**config.mk**
```make
export PLATFORM = sky130hd
export DESIGN_NAME = mmu_4x4
export DESIGN_NICKNAME = d
export VERILOG_FILES = /design/src/rtl/mmu_4x4.sv
export SDC_FILE = /design/constraint.sdc
export NUM_CORES = 2
export LEC_CHECK = 0
export CELL_PAD_IN_SITES_DETAIL_PLACEMENT = 1
export CELL_PAD_IN_SITES_GLOBAL_PLACEMENT = 2
export CORE_MARGIN = 8
export CORE_UTILIZATION = 28
export DETAILED_ROUTE_END_ITERATION = 8
export GPL_TIMING_DRIVEN = 0
export PLACE_DENSITY_LB_ADDON = 0.05
export SKIP_CTS_REPAIR_TIMING = 1
export SLEW_MARGIN = 0
export SYNTH_ARGS = -nofsm -noshare
export SYNTH_HDL_FRONTEND = slang
export SYNTH_SLANG_ARGS = --single-unit
```
**constraint.sdc**
```tcl
create_clock -name clk -period 5.96 [get_ports clk]
set_clock_uncertainty 0.2 [all_clocks]
set_input_delay 0.596 -clock clk [delete_from_list [all_inputs] [get_ports clk]]
set_output_delay 0.596 -clock clk [all_outputs]
set_load 0.05 [all_outputs]
```
**src/rtl/mmu_4x4.sv**
```systemverilog
// Weight-stationary 4x4 systolic multiply-accumulate array: 8-bit operands, 32-bit column sums.
// Define MMU_SIGNED_EN for two's-complement operands; the default build is unsigned.
module mmu_4x4 (
  input  logic         clk,
  input  logic         rst_n,
  input  logic         control,
  input  logic [31:0]  wt_arr,
  input  logic [31:0]  data_arr,
  output logic [127:0] acc_out
);

  logic [7:0]  w_q [4][4];
  logic [7:0]  w_d [4][4];
  logic [7:0]  d_q [4][4];
  logic [7:0]  d_d [4][4];
  logic [31:0] p_q [4][4];
  logic [31:0] p_d [4][4];
  logic [7:0]  din [4][4];

  function automatic logic [31:0] mac(input logic [31:0] pin,
                                      input logic [7:0]  a,
                                      input logic [7:0]  b);
`ifdef MMU_SIGNED_EN
    logic signed [15:0] prod;
    prod = $signed(a) * $signed(b);
    return pin + {{16{prod[15]}}, prod};
`else
    logic [15:0] prod;
    prod = a * b;
    return pin + {16'd0, prod};
`endif
  endfunction

  always_comb begin
    w_d = w_q;
    d_d = d_q;
    p_d = p_q;
    for (int r = 0; r < 4; r++) begin
      for (int c = 0; c < 4; c++) begin
        din[r][c] = (c == 0) ? data_arr[8*r +: 8] : d_q[r][(c == 0) ? 0 : c-1];
      end
    end
    if (control) begin
      // Weights shift down one row per load cycle; the first word loaded ends in row 3.
      for (int c = 0; c < 4; c++) begin
        w_d[0][c] = wt_arr[8*c +: 8];
        for (int r = 1; r < 4; r++) w_d[r][c] = w_q[r-1][c];
      end
      for (int r = 0; r < 4; r++) begin
        for (int c = 0; c < 4; c++) begin
          d_d[r][c] = 8'd0;
          p_d[r][c] = 32'd0;
        end
      end
    end else begin
      for (int r = 0; r < 4; r++) begin
        for (int c = 0; c < 4; c++) begin
          d_d[r][c] = din[r][c];
          p_d[r][c] = mac((r == 0) ? 32'd0 : p_q[(r == 0) ? 0 : r-1][c], din[r][c], w_q[r][c]);
        end
      end
    end
  end

  always_ff @(posedge clk) begin
    if (!rst_n) begin
      for (int r = 0; r < 4; r++) begin
        for (int c = 0; c < 4; c++) begin
          w_q[r][c] <= 8'd0;
          d_q[r][c] <= 8'd0;
          p_q[r][c] <= 32'd0;
        end
      end
    end else begin
      w_q <= w_d;
      d_q <= d_d;
      p_q <= p_d;
    end
  end

  always_comb begin
    acc_out = '0;
    for (int c = 0; c < 4; c++) acc_out[32*c +: 32] = p_q[3][c];
  end

endmodule

```
* Word level (Yosys, flattened, before mapping)
Cells that the tools add are included.
** Operators by class
- Add/sub/neg operators :: 12
- Multiply operators :: 16
- Bitwise operators :: 1
- Reductions and logical operators :: 1
** Operators with widths (number)
- 32-bit by 16-bit adder with 32-bit output :: 12
- 8-bit by 8-bit multiplier with 16-bit output :: 16
- 2-bit OR reduction :: 1
- 1-bit inverter :: 1
** Word-level totals
- Register bits after elaboration :: 736
- Bits of input ports :: 67
- Output and inout port bits :: 128
- Logic and storage cells :: 78

* Longest topological paths before layout
- Word-level depth :: 2
- Gate-level depth with buffers :: 19
- Mapped depth without buffers :: 18

* Least setup slack after synthesis
No wires, ideal clock.
- Kind :: input to register
- Start point :: input port data_arr[14]
- End point :: register p_q[367] (netlist name)
- Setup time :: 72 ps
- Arrival time :: 4694 ps
- Path slack :: 994 ps
- Cell stages on the path :: 17
- Path buffers :: 1
- Cell sequence :: clkbuf_1 -> nand2_1 -> fa_1 -> inv_1 -> fa_1 -> inv_1 -> fa_1 -> fa_1 -> inv_1 -> ha_1 -> o21a_1 -> o31a_1 -> o211ai_1 -> a21oi_1 -> or4_1 -> a31oi_1 -> mux2i_1
** Between the ends
- Longest elaborated chain between the ends :: 2
** RTL lines
- start: declaration :: RTL line 8 : input logic [31:0] data_arr,
- 8-bit by 8-bit multiplier with 16-bit output :: RTL line 29 : prod = a * b;
- 32-bit by 16-bit adder with 32-bit output :: RTL line 30 : return pin + {16'd0, prod};
- end signal: assignment :: RTL line 77 : p_q <= p_d;
- end: declaration :: RTL line 16 : logic [31:0] p_q [4][4];
No other way between the ends.
A chain may end at the register's enable or synchronous reset.

* Final worst setup path
- Start point :: register w_q[34] (netlist name)
- End point :: register p_q[144] (netlist name)
** Between the ends
- Longest elaborated chain between the ends :: 2
** RTL lines
- start: declaration :: RTL line 12 : logic [7:0] w_q [4][4];
- start signal: assignment :: RTL line 75 : w_q <= w_d;
- 8-bit by 8-bit multiplier with 16-bit output :: RTL line 29
- 32-bit by 16-bit adder with 32-bit output :: RTL line 30
No other way between the ends.

==> impl_metrics.ini <==
[clocking]
cts_made_buffers = 76
clock_latency_ns = 0.68
htree_num_levels = 3
cts_max_path_buffers = 3
cts_root_buf = clkbuf_16
cts_num_sinks = 516
tritoncts = yes
path_clk_slew_ns = 0.06

[drt]
via_count = 39200
ant_nets = 0
drt-total-wl_mm = 173
via_per_inst = 4.26
dr.pass1.iters = 4
drt_iter0_markers = 1179
wire_per_inst_um = 18.9
drc = 0

[timing]
worst_slew_margin_rel_pct = 4.74
fin_crit_ns = 5.59
grt_setup_unrepaired = no
fin_ws_ns = 0.366
hold_viol_final = 0
fin_setup_tns_ns = 0
fin_crit_sh_pct = 93.9
fmax_ghz = 0.179
setup_viol = 0
worst_pin_slew_ns = 1.43
slew_violations = 0

[die]
rows = 163
die_area_um2 = 213000
die_width_um = 461
core_um2 = 197000
initial_core_util_pct = 28.2
ios = 195
die_height_um = 461

[critical_path]
cp.required_ns = 6.28
reg2reg_depth = 17
critPathMaxFanout = 10
critical_path.most_common_cell = fa_1
r2r_start = w_q[34]$_SDFFE_PN0P_
critPathLaunchType = register
crit_slowest_cell = fa_1
critical_path.cell_chain = clkbuf_1 -> nand2_1 -> fa_1 -> inv_1 -> fa_1 -> fa_1 -> inv_1 -> fa_1 -> inv_1 -> ha_1 -> and4_1 -> a21oi_1 -> a41oi_1 -> or3_1 -> a221o_1 -> xnor2_1 -> nor2_1
reg2reg_setup_slack_ns = 0.37
max_stage_delay_ns = 0.57
cp.arrival_ns = 5.92
endpoint_kind = register
r2r-end = p_q[144]$_SDFF_PP0_
worstSetupPathType = register to register

[yosys]
synth-async-reset-ratio_pct = 0
synth_xor_area_share_pct = 1.92
synth-simple-area-share_pct = 17.7
synth_edf_count = 0
synth_top_family_by_area = adder cells
synth-warning-count = 0
synth_compound_area_share_pct = 5.87
yosys-top-cells-area = fa_1 27%, dfxtp_1 19%, ha_1 14%, inv_1 9.4%, and2_1 8.7%
synth-seq-cells = 516
syn-cell-area_um2 = 55600
ys.flop_type = dfxtp_1
synth_top_area_share_pct = 26.9
synthAdderAreaFrac_pct = 41.1
synth_cell_types = 66
synth_mux_area_share_pct = 2.45
syn_area_per_cell_um2 = 8.94
yosysSeqAreaShare_pct = 18.6
netlist.top_cell.by_area = fa_1
syn_inst = 6213

[pwr]
leakage_nw = 32.1
ir_worst_vdd_v = 0.000178
powerDensity_nw_per_um2 = 151

[global_routing]
antenna_found_initial = 36
grt_usage_pct = 16.4
grt_pass1_vias = 43400
grt_max_degree = 12
grt_pass1_wl_mm = 268
gr-total-overflow = 0

[placed_design]
dp_hpwl_mm = 144
gp_congestion = 0.769
io_buffer_count = 136
place_ws_ns = -0.473

[run_status]
status = finished clean

[hold_path]
hold_start = data_arr[30]
worstHoldPathCells = 2
min_to = d_q[30]$_SDFF_PP0_
worst_hold_path_type = input port to register

[finish]
layout.nets = 7925
area.sequential_um2 = 10300
multi_input_area_um2 = 38500
final_util_pct = 32.1
n_fill_cell = 23000
drive_gt1_share_pct = 4.60
syn2layout_area_growth_pct = 13.9

[run]
maxCapViolCount = 0
[logic make-up (layout without fill, tap and decap cells)]
logic type,after synthesis,count (layout)
flops,516,516
buf+inv,1706,1985
simple gates,1859,1859
mux,136,136
other cells,1,59
fa+ha+maj,1376,1376
compound gates,497,497
xor+xnor,122,122
[cells in the mapped netlist, drive strengths merged (32+ instances only)]
master	number
o21ai	121
xor2	64
a21oi	113
nor2	217
clkbuf	180
nor2b	177
inv	1386
nand2	484
ha	628
and2	775
mux2i	136
xnor2	58
buf	140
fa	748
a21o	61
dfxtp	516
nor3	71
a211oi	47
o21a	38
nand2b	32
[registers in the layout (all words and copies together), names as in the netlist]
register  flops
p_q         212
w_q         128
d_q          96
acc_out      80
[through the flow]
| stage | power, W | hold slack [ns] | area [um^2] | instances |
|---|---|---|---|---|
| floorplan | 0.00434 | 0.228 | 55700 | 6260 |
| global placement | 0.00481 | 0.251 | 60400 | 9036 |
| detailed placement | 0.00484 | 0.250 | 60600 | 9044 |
| CTS | 0.00985 | 0.145 | 63300 | 9179 |
| global route | 0.0101 | 0.181 | 63300 | 9181 |
| finish | 0.00959 | 0.206 | 63300 | 9190 |
[final cells by class]
type                    count  share of cell area (%)
clock buffers             103                    3.52
plain buffers             320                    2.70
clock inverters            32                   0.706
inverters                1386                    8.22
diodes                     11                  0.0435
flip-flops and latches    516                    16.3
well taps                2640                    5.22
repair buffers            144                    2.42
multi-input cells        4038                    60.9
[layer usage]
metal	global-route usage [%]	part of all wire [%]	up-vias
li1	-	-	19200
met1	23.0	50	19300
met2	26.3	44	472
met3	2.28	3.4	175
met4	4.70	3.0	8
met5	0	0.031	-
[power breakdown]
group / leakage, nW / total [W] / internal (W) / switching (W)
logic: 26.6 / 0.00114 / 0.000390 / 0.000748
clock network: 1.30 / 0.00487 / 0.00304 / 0.00182
registers: 4.18 / 0.00358 / 0.00352 / 0.0000679
total: 32.1 / 0.00959 / 0.00695 / 0.00264
[worst max path at each step]
stage | from | endpoint | slack [ns] | cells after the start
2_1_floorplan | data_arr[14] | p_q[367]$_SDFF_PP0_ | 0.99 | 17
3_3_place_gp | rst_n | p_q[228]$_SDFF_PP0_ | -0.92 | 6
3_5_place_dp | data_arr[17] | p_q[242]$_SDFF_PP0_ | -0.47 | 15
4_1_cts | w_q[56]$_SDFFE_PN0P_ | p_q[242]$_SDFF_PP0_ | 0.08 | 16
5_1_grt | w_q[34]$_SDFFE_PN0P_ | p_q[144]$_SDFF_PP0_ | 0.03 | 17
6_report | w_q[34]$_SDFFE_PN0P_ | p_q[144]$_SDFF_PP0_ | 0.37 | 17
[critical path, delay by kind of cell, from the launching register on]
family | cells | cell delay, ns
buf+inv | 4 | 0.62
fa+ha+maj | 5 | 2.34
compound gates | 3 | 0.83
flops | 1 | 0.30
simple gates | 4 | 0.87
xor+xnor | 1 | 0.29
[placed cells by master, fill, tap and decap left out, drive strengths merged, types with 18 or more instances in the layout]
cell type,Yosys,routed
buf,140,148
nor3,71,71
ha,628,628
conb,1,48
dfxtp,516,516
nor2b,177,177
nor2,217,217
xor2,64,64
o21ai,121,121
inv,1386,1388
xnor2,58,58
nand3,24,24
a21o,61,61
and2,775,775
nand2b,32,32
mux2i,136,136
a31oi,18,18
clkbuf,180,283
and3,20,20
o21a,38,38
a21oi,113,113
fa,748,748
nand2,484,484
a211oi,47,47
clkdlybuf4s50,0,136
No activity file was read; power rests on OpenSTA's default activity.
